[src/rtl/rnn_pkg.sv]
// Shared RNN widths, vector types and the sequencer state encoding.
// Q(QN.QM) signed elements, BITWIDTH = QN + QM + 1; vectors pack element k at [k*BITWIDTH +: BITWIDTH].
package rnn_pkg;

    // Ceiling log2, never below 1 so it can always size a port.
    function automatic int unsigned clog2(input int unsigned n);
        int unsigned v;
        int unsigned r;
        v = n - 1;
        r = 0;
        while (v > 0) begin
            r++;
            v = v >> 1;
        end
        return (r == 0) ? 1 : r;
    endfunction

    localparam int unsigned INPUT_SZ        = 8;
    localparam int unsigned HIDDEN_SZ       = 16;
    localparam int unsigned QN              = 6;
    localparam int unsigned QM              = 11;
    localparam int unsigned BITWIDTH        = QN + QM + 1;
    localparam int unsigned INPUT_BITWIDTH  = BITWIDTH * INPUT_SZ;
    localparam int unsigned LAYER_BITWIDTH  = BITWIDTH * HIDDEN_SZ;
    localparam int unsigned ADDR_BITWIDTH   = clog2(HIDDEN_SZ);
    localparam int unsigned ADDR_BITWIDTH_X = clog2(INPUT_SZ);
    localparam int unsigned COUNT_W         = 16;

    typedef logic [BITWIDTH-1:0]       elem_t;
    typedef logic [INPUT_BITWIDTH-1:0] x_vec_t;
    typedef logic [LAYER_BITWIDTH-1:0] h_vec_t;

    typedef enum logic [2:0] {
        IDLE,
        START,
        WAIT,
        CAPTURE,
        OUT
    } seq_state_t;

endpackage

[src/rtl/gate_sequencer_if.sv]
// Bundle of the sequencer's sample, gate-operand and result handshakes.
// master: the sequencer. slave: upstream source, gate and downstream sink.
interface gate_sequencer_if;

    logic                                   sampleValid;
    rnn_pkg::x_vec_t                        sampleIn;
    logic                                   sampleReady;
    logic                                   clearState;
    logic                                   beginCalc;
    logic                                   dataReady_gate;
    rnn_pkg::h_vec_t                        gateOutput;
    logic [rnn_pkg::ADDR_BITWIDTH_X-1:0]    colAddress_X;
    logic [rnn_pkg::ADDR_BITWIDTH-1:0]      colAddress_Y;
    rnn_pkg::elem_t                         inData;
    rnn_pkg::elem_t                         prevOut;
    logic                                   resultValid;
    rnn_pkg::h_vec_t                        resultOut;
    logic                                   resultReady;
    logic                                   busy;
    logic                                   timeoutErr;
    logic [rnn_pkg::COUNT_W-1:0]            sampleCount;

    modport master (
        input  sampleValid, sampleIn, clearState, dataReady_gate, gateOutput,
               colAddress_X, colAddress_Y, resultReady,
        output sampleReady, beginCalc, inData, prevOut, resultValid, resultOut,
               busy, timeoutErr, sampleCount
    );

    modport slave (
        output sampleValid, sampleIn, clearState, dataReady_gate, gateOutput,
               colAddress_X, colAddress_Y, resultReady,
        input  sampleReady, beginCalc, inData, prevOut, resultValid, resultOut,
               busy, timeoutErr, sampleCount
    );

endinterface

[src/rtl/vector_element_select.sv]
// Registered element mux: elem_q <= vec_in[addr], zero for addr >= N.
// Ports: clock, reset (async active-low), vec_in (N packed elements), addr, elem_q.
module vector_element_select #(
    parameter int unsigned N        = 8,
    parameter int unsigned BITWIDTH = 18,
    parameter int unsigned ADDR_W   = 3
) (
    input  logic                  clock,
    input  logic                  reset,
    input  logic [N*BITWIDTH-1:0] vec_in,
    input  logic [ADDR_W-1:0]     addr,
    output logic [BITWIDTH-1:0]   elem_q
);

    logic [BITWIDTH-1:0] elem_d;

    // No index matches an out-of-range address, so the default zero stands.
    always_comb begin
        elem_d = '0;
        for (int unsigned k = 0; k < N; k++) begin
            if (32'(addr) == k) begin
                elem_d = vec_in[k*BITWIDTH +: BITWIDTH];
            end
        end
    end

    always_ff @(posedge clock or negedge reset) begin
        if (!reset) begin
            elem_q <= '0;
        end else begin
            elem_q <= elem_d;
        end
    end

endmodule

[src/rtl/gate_sequencer.sv]
// Drives one gate step per accepted x_t, serves gate operands, captures h_t.
// Ports: clock, reset (async active-low), bus (gate_sequencer_if.master).
// TIMEOUT bounds the WAIT state; expiry sets the sticky timeoutErr.
module gate_sequencer
    import rnn_pkg::*;
#(
    parameter int unsigned TIMEOUT = 4096
) (
    input logic              clock,
    input logic              reset,
    gate_sequencer_if.master bus
);

    localparam int unsigned TMO_W = clog2(TIMEOUT + 1);

    seq_state_t           state_q,    state_d;
    x_vec_t               x_q,        x_d;
    h_vec_t               h_q,        h_d;
    h_vec_t               result_q,   result_d;
    logic [TMO_W-1:0]     cnt_q,      cnt_d;
    logic [COUNT_W-1:0]   count_q,    count_d;
    logic                 clr_pend_q, clr_pend_d;
    logic                 dr_q;
    logic                 begin_q,    begin_d;
    logic                 ready_q,    ready_d;
    logic                 valid_q,    valid_d;
    logic                 busy_q,     busy_d;
    logic                 tmo_q,      tmo_d;

    // Next state, datapath updates and next-state-decoded registered outputs.
    always_comb begin
        state_d    = state_q;
        x_d        = x_q;
        h_d        = h_q;
        result_d   = result_q;
        cnt_d      = cnt_q;
        count_d    = count_q;
        clr_pend_d = clr_pend_q | bus.clearState;
        tmo_d      = tmo_q;

        unique case (state_q)
            IDLE: begin
                // A clear (new or pending) takes the cycle; the sample waits.
                if (clr_pend_q || bus.clearState) begin
                    h_d        = '0;
                    clr_pend_d = 1'b0;
                end else if (bus.sampleValid && ready_q) begin
                    x_d     = bus.sampleIn;
                    state_d = START;
                end
            end
            START: begin
                cnt_d   = '0;
                state_d = WAIT;
            end
            WAIT: begin
                // Only a fresh rising edge counts as completion.
                if (bus.dataReady_gate && !dr_q) begin
                    state_d = CAPTURE;
                end else if (cnt_q == TMO_W'(TIMEOUT - 1)) begin
                    tmo_d   = 1'b1;
                    state_d = IDLE;
                end else begin
                    cnt_d = cnt_q + TMO_W'(1);
                end
            end
            CAPTURE: begin
                h_d      = bus.gateOutput;
                result_d = bus.gateOutput;
                count_d  = count_q + COUNT_W'(1);
                state_d  = OUT;
            end
            OUT: begin
                if (bus.resultReady) begin
                    state_d = IDLE;
                end
            end
            default: begin
                state_d = IDLE;
            end
        endcase

        begin_d = (state_d == START);
        ready_d = (state_d == IDLE) && !clr_pend_d;
        valid_d = (state_d == OUT);
        busy_d  = (state_d != IDLE);
    end

    always_ff @(posedge clock or negedge reset) begin
        if (!reset) begin
            state_q    <= IDLE;
            x_q        <= '0;
            h_q        <= '0;
            result_q   <= '0;
            cnt_q      <= '0;
            count_q    <= '0;
            clr_pend_q <= 1'b0;
            dr_q       <= 1'b0;
            begin_q    <= 1'b0;
            ready_q    <= 1'b0;
            valid_q    <= 1'b0;
            busy_q     <= 1'b0;
            tmo_q      <= 1'b0;
        end else begin
            state_q    <= state_d;
            x_q        <= x_d;
            h_q        <= h_d;
            result_q   <= result_d;
            cnt_q      <= cnt_d;
            count_q    <= count_d;
            clr_pend_q <= clr_pend_d;
            dr_q       <= bus.dataReady_gate;
            begin_q    <= begin_d;
            ready_q    <= ready_d;
            valid_q    <= valid_d;
            busy_q     <= busy_d;
            tmo_q      <= tmo_d;
        end
    end

    // Operand serving runs in every state.
    vector_element_select #(
        .N        (INPUT_SZ),
        .BITWIDTH (BITWIDTH),
        .ADDR_W   (ADDR_BITWIDTH_X)
    ) u_x_sel (
        .clock  (clock),
        .reset  (reset),
        .vec_in (x_q),
        .addr   (bus.colAddress_X),
        .elem_q (bus.inData)
    );

    vector_element_select #(
        .N        (HIDDEN_SZ),
        .BITWIDTH (BITWIDTH),
        .ADDR_W   (ADDR_BITWIDTH)
    ) u_h_sel (
        .clock  (clock),
        .reset  (reset),
        .vec_in (h_q),
        .addr   (bus.colAddress_Y),
        .elem_q (bus.prevOut)
    );

    assign bus.sampleReady = ready_q;
    assign bus.beginCalc   = begin_q;
    assign bus.resultValid = valid_q;
    assign bus.resultOut   = result_q;
    assign bus.busy        = busy_q;
    assign bus.timeoutErr  = tmo_q;
    assign bus.sampleCount = count_q;

endmodule
[src/flat_wrapper.sv]
// flat-port wrapper written by rule: the top's interface ports become plain ports
module gate_sequencer_flat import rnn_pkg::*;
#(
    parameter int unsigned TIMEOUT = 4096
)
  (clock, reset, bus_sampleValid, bus_sampleIn, bus_clearState, bus_dataReady_gate, bus_gateOutput, bus_colAddress_X, bus_colAddress_Y, bus_resultReady, bus_sampleReady, bus_beginCalc, bus_inData, bus_prevOut, bus_resultValid, bus_resultOut, bus_busy, bus_timeoutErr, bus_sampleCount);
  gate_sequencer_if bus_i ();
  input logic clock;
  input logic reset;
  input wire logic [$bits(bus_i.sampleValid)-1:0] bus_sampleValid;
  input wire logic [$bits(bus_i.sampleIn)-1:0] bus_sampleIn;
  input wire logic [$bits(bus_i.clearState)-1:0] bus_clearState;
  input wire logic [$bits(bus_i.dataReady_gate)-1:0] bus_dataReady_gate;
  input wire logic [$bits(bus_i.gateOutput)-1:0] bus_gateOutput;
  input wire logic [$bits(bus_i.colAddress_X)-1:0] bus_colAddress_X;
  input wire logic [$bits(bus_i.colAddress_Y)-1:0] bus_colAddress_Y;
  input wire logic [$bits(bus_i.resultReady)-1:0] bus_resultReady;
  output wire logic [$bits(bus_i.sampleReady)-1:0] bus_sampleReady;
  output wire logic [$bits(bus_i.beginCalc)-1:0] bus_beginCalc;
  output wire logic [$bits(bus_i.inData)-1:0] bus_inData;
  output wire logic [$bits(bus_i.prevOut)-1:0] bus_prevOut;
  output wire logic [$bits(bus_i.resultValid)-1:0] bus_resultValid;
  output wire logic [$bits(bus_i.resultOut)-1:0] bus_resultOut;
  output wire logic [$bits(bus_i.busy)-1:0] bus_busy;
  output wire logic [$bits(bus_i.timeoutErr)-1:0] bus_timeoutErr;
  output wire logic [$bits(bus_i.sampleCount)-1:0] bus_sampleCount;
  assign bus_i.sampleValid = bus_sampleValid;
  assign bus_i.sampleIn = bus_sampleIn;
  assign bus_i.clearState = bus_clearState;
  assign bus_i.dataReady_gate = bus_dataReady_gate;
  assign bus_i.gateOutput = bus_gateOutput;
  assign bus_i.colAddress_X = bus_colAddress_X;
  assign bus_i.colAddress_Y = bus_colAddress_Y;
  assign bus_i.resultReady = bus_resultReady;
  assign bus_sampleReady = bus_i.sampleReady;
  assign bus_beginCalc = bus_i.beginCalc;
  assign bus_inData = bus_i.inData;
  assign bus_prevOut = bus_i.prevOut;
  assign bus_resultValid = bus_i.resultValid;
  assign bus_resultOut = bus_i.resultOut;
  assign bus_busy = bus_i.busy;
  assign bus_timeoutErr = bus_i.timeoutErr;
  assign bus_sampleCount = bus_i.sampleCount;
  gate_sequencer #(.TIMEOUT(TIMEOUT)) u_core (.clock(clock), .reset(reset), .bus(bus_i));
endmodule
[config.mk]
export PLATFORM = sky130hd
export DESIGN_NAME = gate_sequencer_flat
export DESIGN_NICKNAME = d
export VERILOG_FILES = /design/src/rtl/rnn_pkg.sv /design/src/rtl/gate_sequencer_if.sv /design/src/rtl/vector_element_select.sv /design/src/rtl/gate_sequencer.sv /design/src/flat_wrapper.sv
export SDC_FILE = /design/constraint.sdc
export NUM_CORES = 1
export LEC_CHECK = 0
export BUFFER_PORTS_ARGS = -buffer_cell sky130_fd_sc_hd__buf_2
export CAP_MARGIN = 25
export CORE_AREA = 2 2 307 309
export DETAILED_ROUTE_END_ITERATION = 10
export DIE_AREA = 0 0 309 311
export GPL_TIMING_DRIVEN = 0
export SLEW_MARGIN = 40
export SYNTH_ARGS = -nofsm -noshare
export SYNTH_HDL_FRONTEND = slang
export SYNTH_SLANG_ARGS = --single-unit
export TNS_END_PERCENT = 1
[constraint.sdc]
create_clock -name clock -period 1.9 [get_ports clock]
set_input_delay 0.57 -clock clock [delete_from_list [all_inputs] [get_ports clock]]
set_output_delay 0.57 -clock clock [all_outputs]
set_load 0.02 [all_outputs]
==> run metrics, run 1 <==
outcome=finished, violations left; failing checks=setup timing; Reg2Reg Depth=9; Post-DRT Antenna Nets=0; die width=309 microns; GP Congestion=0.955; clk buf depth=3; final net count=4,579; Most common cell on crit path=buf_6; Syn-to-layout area delta=30.0%; gr usage total=27.2%; CTS H-tree lvls=3; MaxCap Viol Count=0; Die H=311 microns; Worst Setup Slack, final=-0.0866 ns; grt met2 use=46.0%; largest area contributor in the netlist=dfrtp_1; met3 usage=5.65%; Congestion Overflow GR=0; flops & latches, synth=795; final setup vio count=12; worst hold path class=in -> reg; first drt pass iteration count=5; Synth Cell Area=32,900 sq um; CTS tree=yes; Setup crit end kind=flop; worst-path fanout max=10; Initial Util=35.4%; EDFF count, synth=0; critical path class=in -> reg; clk sinks=795; Critical Path RT=2.41 ns; DR vias=27,400; sequence of cells on the critical path=buf_6 -> buf_12 -> buf_6 -> buf_6 -> buf_2 -> a21oi_1 -> o211ai_1 -> o211ai_1; post-route minimum period=1.99 ns; final hold vios=0; CP Launch Type=primary input; yosys warns=0; Avg Inst Size Synth=10.2 sq um; ys flop type=dfrtp_1; Ports=790; crit path DAT=2.49 ns; Syn Nets=3,667; Crit-path slowest cell=o211ai_1; worst slew pin tran=0.773 ns; Post-Layout Inst Area=42,700 sq um; synth top area cells=dfrtp_1 61%, nand2_1 11%, o21ai_0 5.5%, mux2_2 5.0%, inv_1 3.3%; P_leak=0.0215 uW; Post-synth ARST share=100%; Most Crowded Layer GR=met2; DRC Markers=0; hold slack final=0.110 ns; total negative setup slack=-0.157 ns; Worst Clk Skew=0.0190 ns; total chip power=67,500 uW; Max Fclk=503 MHz; Rel. slew slack=48.3%; drt total wl=133,000 microns; Rows=112; Clk Tree Root Cell=clkbuf_16; register area=19,900 sq um; Fillers=8,984; Die ar.=96,100 sq um; initial antenna violation count=27; Power per Cell Area=1580 nW/um^2; RSZ-0062 raised after global routing=yes; cell count after synthesis=3,220; wire per inst=24.3 microns; area of the multi-input gates=11,200 sq um; layout cells sized above 1=32.5%; clk_lat worst skew=0.67 ns; CP max stage delay=0.45 ns; vias per cell=5.01; Slew Limit Fails=0; fin crit share=105%; Cells on Worst Hold Path=3; Post-DP HPWL=103,000 microns; CTS Buf Count=91; area share of the largest cell type after synthesis=60.5%; clock slew at reported path FFs=0.06 ns; sequential-to-total area share from yosys stat=60.5%; GR Layer Usage met1=34.5%; largest net degree at the start of global routing=102; Max IR drop VDD=0.000888 V; Iter 0 DRT Violations=2,207; Area after DPL=38,600 sq um; Port Buffers=785; via count of the first global-routing pass=27,600; post-synth cell types=75; first-pass GRT wire length=190,000 microns; core area=92,800 sq um
## routing by layer
metal / wire, microns / part of all wire (%) / vias to the layer above
met5: 131 / 0.099 / -
met4: 4450 / 3.3 / 22
met3: 9270 / 7.0 / 252
met2: 65000 / 49 / 1054
met1: 54100 / 41 / 13700
li1: - / - / 12400
## final timing paths
kind | startpoint | end | slack, ns
max | bus_colAddress_Y[0] | u_core.u_h_sel.elem_q[12] | -0.09
min | bus_gateOutput[56] | u_core.bus.resultOut[56] | 0.11
min reg2reg | u_core.bus.sampleCount[15] | u_core.bus.sampleCount[15] | 0.46
max in group asynchronous | reset | u_core.bus.resultOut[73] | 0.39
max reg2reg | u_core.clr_pend_q | u_core.x_q[109] | -0.02
min in group asynchronous | reset | u_core.bus.resultOut[184] | 0.15
## registers in the layout, summed over array words and instances, names as in the netlist
| name | flops |
|---|---|
| u_core.bus.beginCalc | 1 |
| u_core.bus.busy | 1 |
| u_core.bus.resultOut | 288 |
| u_core.bus.resultValid | 1 |
| u_core.bus.sampleCount | 16 |
| u_core.bus.sampleReady | 1 |
| u_core.bus.timeoutErr | 1 |
| u_core.clr_pend_q | 1 |
| u_core.cnt_q | 13 |
| u_core.dr_q | 1 |
| u_core.h_q | 288 |
| u_core.state_q | 3 |
| u_core.u_h_sel.elem_q | 18 |
| u_core.u_x_sel.elem_q | 18 |
| u_core.x_q | 144 |
## power breakdown
| group | leakage [uW] | internal (uW) | total, uW | switching (uW) |
|---|---|---|---|---|
| clock | 0.00151 | 10500 | 18000 | 7440 |
| sequential | 0.0101 | 23400 | 27200 | 3810 |
| combinational | 0.00986 | 8280 | 22400 | 14100 |
## synth_stat cells (8+ instances only)
cell type	number
nand4_1	8
nand2b_1	8
a21oi_1	69
o22ai_1	13
buf_6	13
mux2_2	147
nor2b_1	16
nand2_1	951
xnor2_1	18
o211ai_1	14
o21ai_0	359
o221a_2	8
a221oi_1	8
dfrtp_1	795
buf_2	113
mux2i_1	52
buf_4	13
nor2_1	85
a31oi_1	9
and3_1	9
mux4_2	27
nand3_1	23
inv_1	293
clkbuf_1	38
a22o_1	14
## layout make-up
cell class	count	share of cell area, %
well taps	1254	3.67
clock buffers	129	6.28
inverters	295	2.59
repair buffers	819	10.8
plain buffers	183	3.07
multi-input cells	1947	26.1
diodes	15	0.0878
clock inverters	38	0.869
flip-flops and latches	795	46.6
## what timing repair did
item,in CTS,in global routing
setup buffers,10,7
endpoints found under the hold margin,51,0
cloned,3,2
resized for setup,122,115
pin swaps,4,6
setup endpoints to repair,710,843
hold buffers,3,0
## metrics by stage
stage	cells	setup WS, ns	utilization (%)
final	5475	-0.0866	46.1
after global routing	5472	-0.110	46.1
after CTS	5451	-0.161	45.6
after detailed placement	5268	-1.13	41.7
after global placement	5259	-17.49	41.4
after floorplan	3220	0.0208	-
## worst max-delay path, delay by kind of cell
family	cells	cell delay, ns
compound gates	3	1.00
buf+inv	5	0.88
## layout by cell type (no fill, tap or decap), drive strengths merged, types with 14 or more instances in the layout
master	count
nor2b	16
dfrtp	795
a22o	14
o211ai	14
clkbuf	180
mux2	147
o21ai	361
buf	949
xnor2	18
nand2	951
a21oi	69
nor2	89
mux2i	52
diode	15
mux4	31
inv	298
clkinv	24
nand3	23
## cells by family after synthesis
kind of cell | count (synthesis) | share of synthesized area (%)
AO/OA/AOI/OAI | 562 | 9.96
adder cells (fa/ha/maj) | 2 | 0.0761
buffers and inverters | 478 | 6.40
XOR/XNOR | 22 | 0.586
AND/OR/NAND/NOR | 1131 | 13.7
flip-flops | 795 | 60.5
multiplexers | 230 | 8.79
Power figures use the tool's default switching activity.
==> inputs of run 2 (changes only) <==
--- a/config.mk
+++ b/config.mk
@@ -11,6 +11,7 @@
 export DETAILED_ROUTE_END_ITERATION = 10
 export DIE_AREA = 0 0 309 311
 export GPL_TIMING_DRIVEN = 0
+export SETUP_SLACK_MARGIN = 0.2
 export SLEW_MARGIN = 40
 export SYNTH_ARGS = -nofsm -noshare
 export SYNTH_HDL_FRONTEND = slang
==> run 2 against run 1 <==
  * The flow finishes with violations (hold timing, setup timing)
  * Maximum frequency up 2.5%
  * Critical path depth did not move
  * Combinational power rose by 17%
  * Clock skew is 0.017 ns higher
  * Design area is 5.7% higher
  * Die area unchanged
  * Clock power increased by 4%
  * Sequential cell count unchanged
  * Critical endpoint is now u_core.x_q[129]
  * Largest cell class unchanged
  * Largest power group unchanged
==> run metrics, run 2 (synthesized netlist as in run 1, its figures left out) <==
outcome=finished, violations left; Port Buffers=785 (unchanged); Max IR drop VDD=0.000993 V (+12%); pre-CTS setup slack=-1.12 ns (+0.00719 ns); clk buf depth=3 (unchanged); Pint=46,500 uW (+10%); Ports=790 (unchanged); worst r2r src=u_core.state_q[1]; Reg2Reg Depth=8 (-1); Area after DPL=38,800 sq um (+0.50%); layout cells sized above 1=34.4% (+1.9 points); initial antenna violation count=31 (+15%); DRT met1 WL=55,600 microns (+2.7%); hold slack final=-0.232 ns (-0.342 ns); Post-Layout Inst Area=45,200 sq um (+5.7%); DR vias=27,300 (-0.41%); first-pass GRT wire length=192,000 microns (+1.2%); MaxCap Viol Count=0 (unchanged); worst reg2reg path endpoint=u_core.x_q[129]; critical path class=reg -> reg; CTS Buf Count=91 (unchanged); Clk Tree Root Cell=clkbuf_16; DRC Markers=0 (unchanged); register area=19,900 sq um (about the same); Post-DRT Antenna Nets=0 (unchanged); CTS tree=yes; fin crit share=102% (-2.6 points); core area=92,800 sq um (unchanged); Non-Filler Instances=5,471 (-0.073%); Post-DP HPWL=103,000 microns (+0.37%); area of the multi-input gates=11,500 sq um (+3.0%); Worst Setup Slack, final=-0.0377 ns (+0.0489 ns); Rel. slew slack=49.7% (+1.3 points); vias per cell=4.99 (-0.33%); metal3 WL=8450 microns (-8.8%); Fillers=8,654 (-3.7%); switch share=36.2% (-1.3 points); GP Congestion=0.937 (-1.8%); Die H=311 microns (unchanged); Clk network pwr share=25.7% (-0.9 points); clk sinks=795 (unchanged); failing checks=hold timing, setup timing; RSZ-0062 raised after global routing=yes; worst-path fanout max=6 (-4); Critical Path RT=2.46 ns (+0.05 ns); Reg power frac=38.2% (-2.0 points); placed cells=5,267 (-0.019%); commonest non-fill, non-tap cell in the layout=nand2_1; via count of the first global-routing pass=27,900 (+1.0%); combinational share of power=36.1% (+3.0 points); largest net degree at the start of global routing=104 (+2.0%); drt total wl=135,000 microns (+1.3%); P_leak=0.0223 uW (+3.6%); R2R Setup Slk=-0.04 ns (-0.02 ns); Worst Clk Skew=0.0364 ns (+0.0174 ns); post-route minimum period=1.94 ns (-0.0489 ns); Die ar.=96,100 sq um (unchanged); Congestion Overflow GR=0 (unchanged); highest routed metal layer=met5; clk_lat worst skew=0.69 ns (+0.02 ns); Worst Setup SP=u_core.state_q[1]; CTS H-tree lvls=3 (unchanged); first drt pass iteration count=5 (unchanged); commonest cells after routing, fill and taps aside=886 x nand2_1, 785 x dfrtp_1, 552 x buf_2, 300 x buf_6, 292 x inv_1; Power per Cell Area=1620 nW/um^2 (+2.3%); final net count=4,572 (-0.15%); Syn-to-layout area delta=37.3%; Initial Util=35.4% (unchanged); Max Fclk=516 MHz (+2.5%); Slew Limit Fails=0 (unchanged); routed wl met2=65,600 microns (+0.96%); gr usage total=27.6% (+0.43 points); Rows=112 (unchanged); clock slew at reported path FFs=0.06 ns (about the same); crit path DAT=2.50 ns (about the same); worst hold path class=in -> async; Setup crit end kind=flop; Iter 0 DRT Violations=2,074 (-6.0%); CP Launch Type=flop; final hold vios=67 (+67); Psw=26,400 uW (+4.3%); wire per inst=24.6 microns (+1.4%); worst slew pin tran=0.755 ns (-0.0185 ns); final setup vio count=87 (+75); die width=309 microns (unchanged)
==> run 2: cell types whose count changed in the layout (fill, tap and decap cells not counted), moves of 8 or more <==
cell	before	now
nand2_1	942	886
clkbuf_8	23	33
o21ai_1	2	70
o21ai_0	359	289
nand2_2	9	59
mux2_2	103	93
mux2_4	44	54
buf_6	29	300
buf_2	840	552
buf_4	53	62
buf_8	2	15
clkbuf_4	22	10
clkbuf_1	27	19
==> run 2: critical path, stage by stage, from the launching register on <==
cell	delay, ns
dfrtp_1	0.43
inv_2	0.07
nand4_1	0.19
nor3_4	0.24
buf_12	0.14
buf_12	0.12
buf_12	0.15
clkbuf_16	0.17
mux2_4	0.30
==> run 2: cell type report <==
type / count / area share (%)
well taps: 1254 / 3.47
multi-input cells: 1947 / 25.4
clock inverters: 36 / 1.11
inverters: 295 / 2.46
plain buffers: 183 / 3.75
clock buffers: 129 / 5.91
diodes: 20 / 0.111
repair buffers: 812 / 13.7
flip-flops and latches: 795 / 44.1
==> run 2: worst max-delay path by stage <==
stage	endpoint	slack (ns)
after CTS	u_core.x_q[93]	-0.006
after detailed placement	u_core.u_h_sel.elem_q[10]	-1.12
after floorplan	u_core.u_h_sel.elem_q[17]	0.07
after global placement	u_core.x_q[63]	-17.50
final	u_core.x_q[129]	-0.04
after global routing	u_core.x_q[142]	-0.09
==> run 2: stage by stage <==
stage / hold WS [ns] / total power, uW / util [%] / setup TNS (ns)
after global placement: 0.454 / 48500 / 41.6 / -
final: -0.232 / 73000 / 48.7 / -1.27
after detailed placement: 0.454 / 49000 / 41.9 / -472.02
after floorplan: 0.274 / 39400 / - / 0
after CTS: -0.218 / 71000 / 47.2 / -0.00916
after global routing: -0.229 / 76600 / 48.7 / -10.93
==> run 2: layer usage <==
layer / vias up / track usage [%]
met5: - / 0
met4: 20 / 10.3
met3: 243 / 5.14
met2: 960 / 45.9
met1: 13700 / 35.8
li1: 12400 / -
==> run 2: power by group through the flow <==
| stage | Combinational [uW] | Clock, uW | Sequential [uW] |
|---|---|---|---|
| after global placement | 21300 | 0 | 27200 |
| after floorplan | 8840 | 0 | 30600 |
| after CTS | 24500 | 19000 | 27500 |
| after global routing | 28300 | 19700 | 28500 |
| final | 26300 | 18700 | 27900 |
| after detailed placement | 21700 | 0 | 27300 |
==> run 2: timing repair <==
item | CTS | global route
pin swaps | 13 | 16
endpoints found under the hold margin | 67 | 67
endpoints found under the setup margin | 1199 | 1252
setup buffers | 10 | 1
gates resized for setup | 549 | 453
cloned | 4 | 4
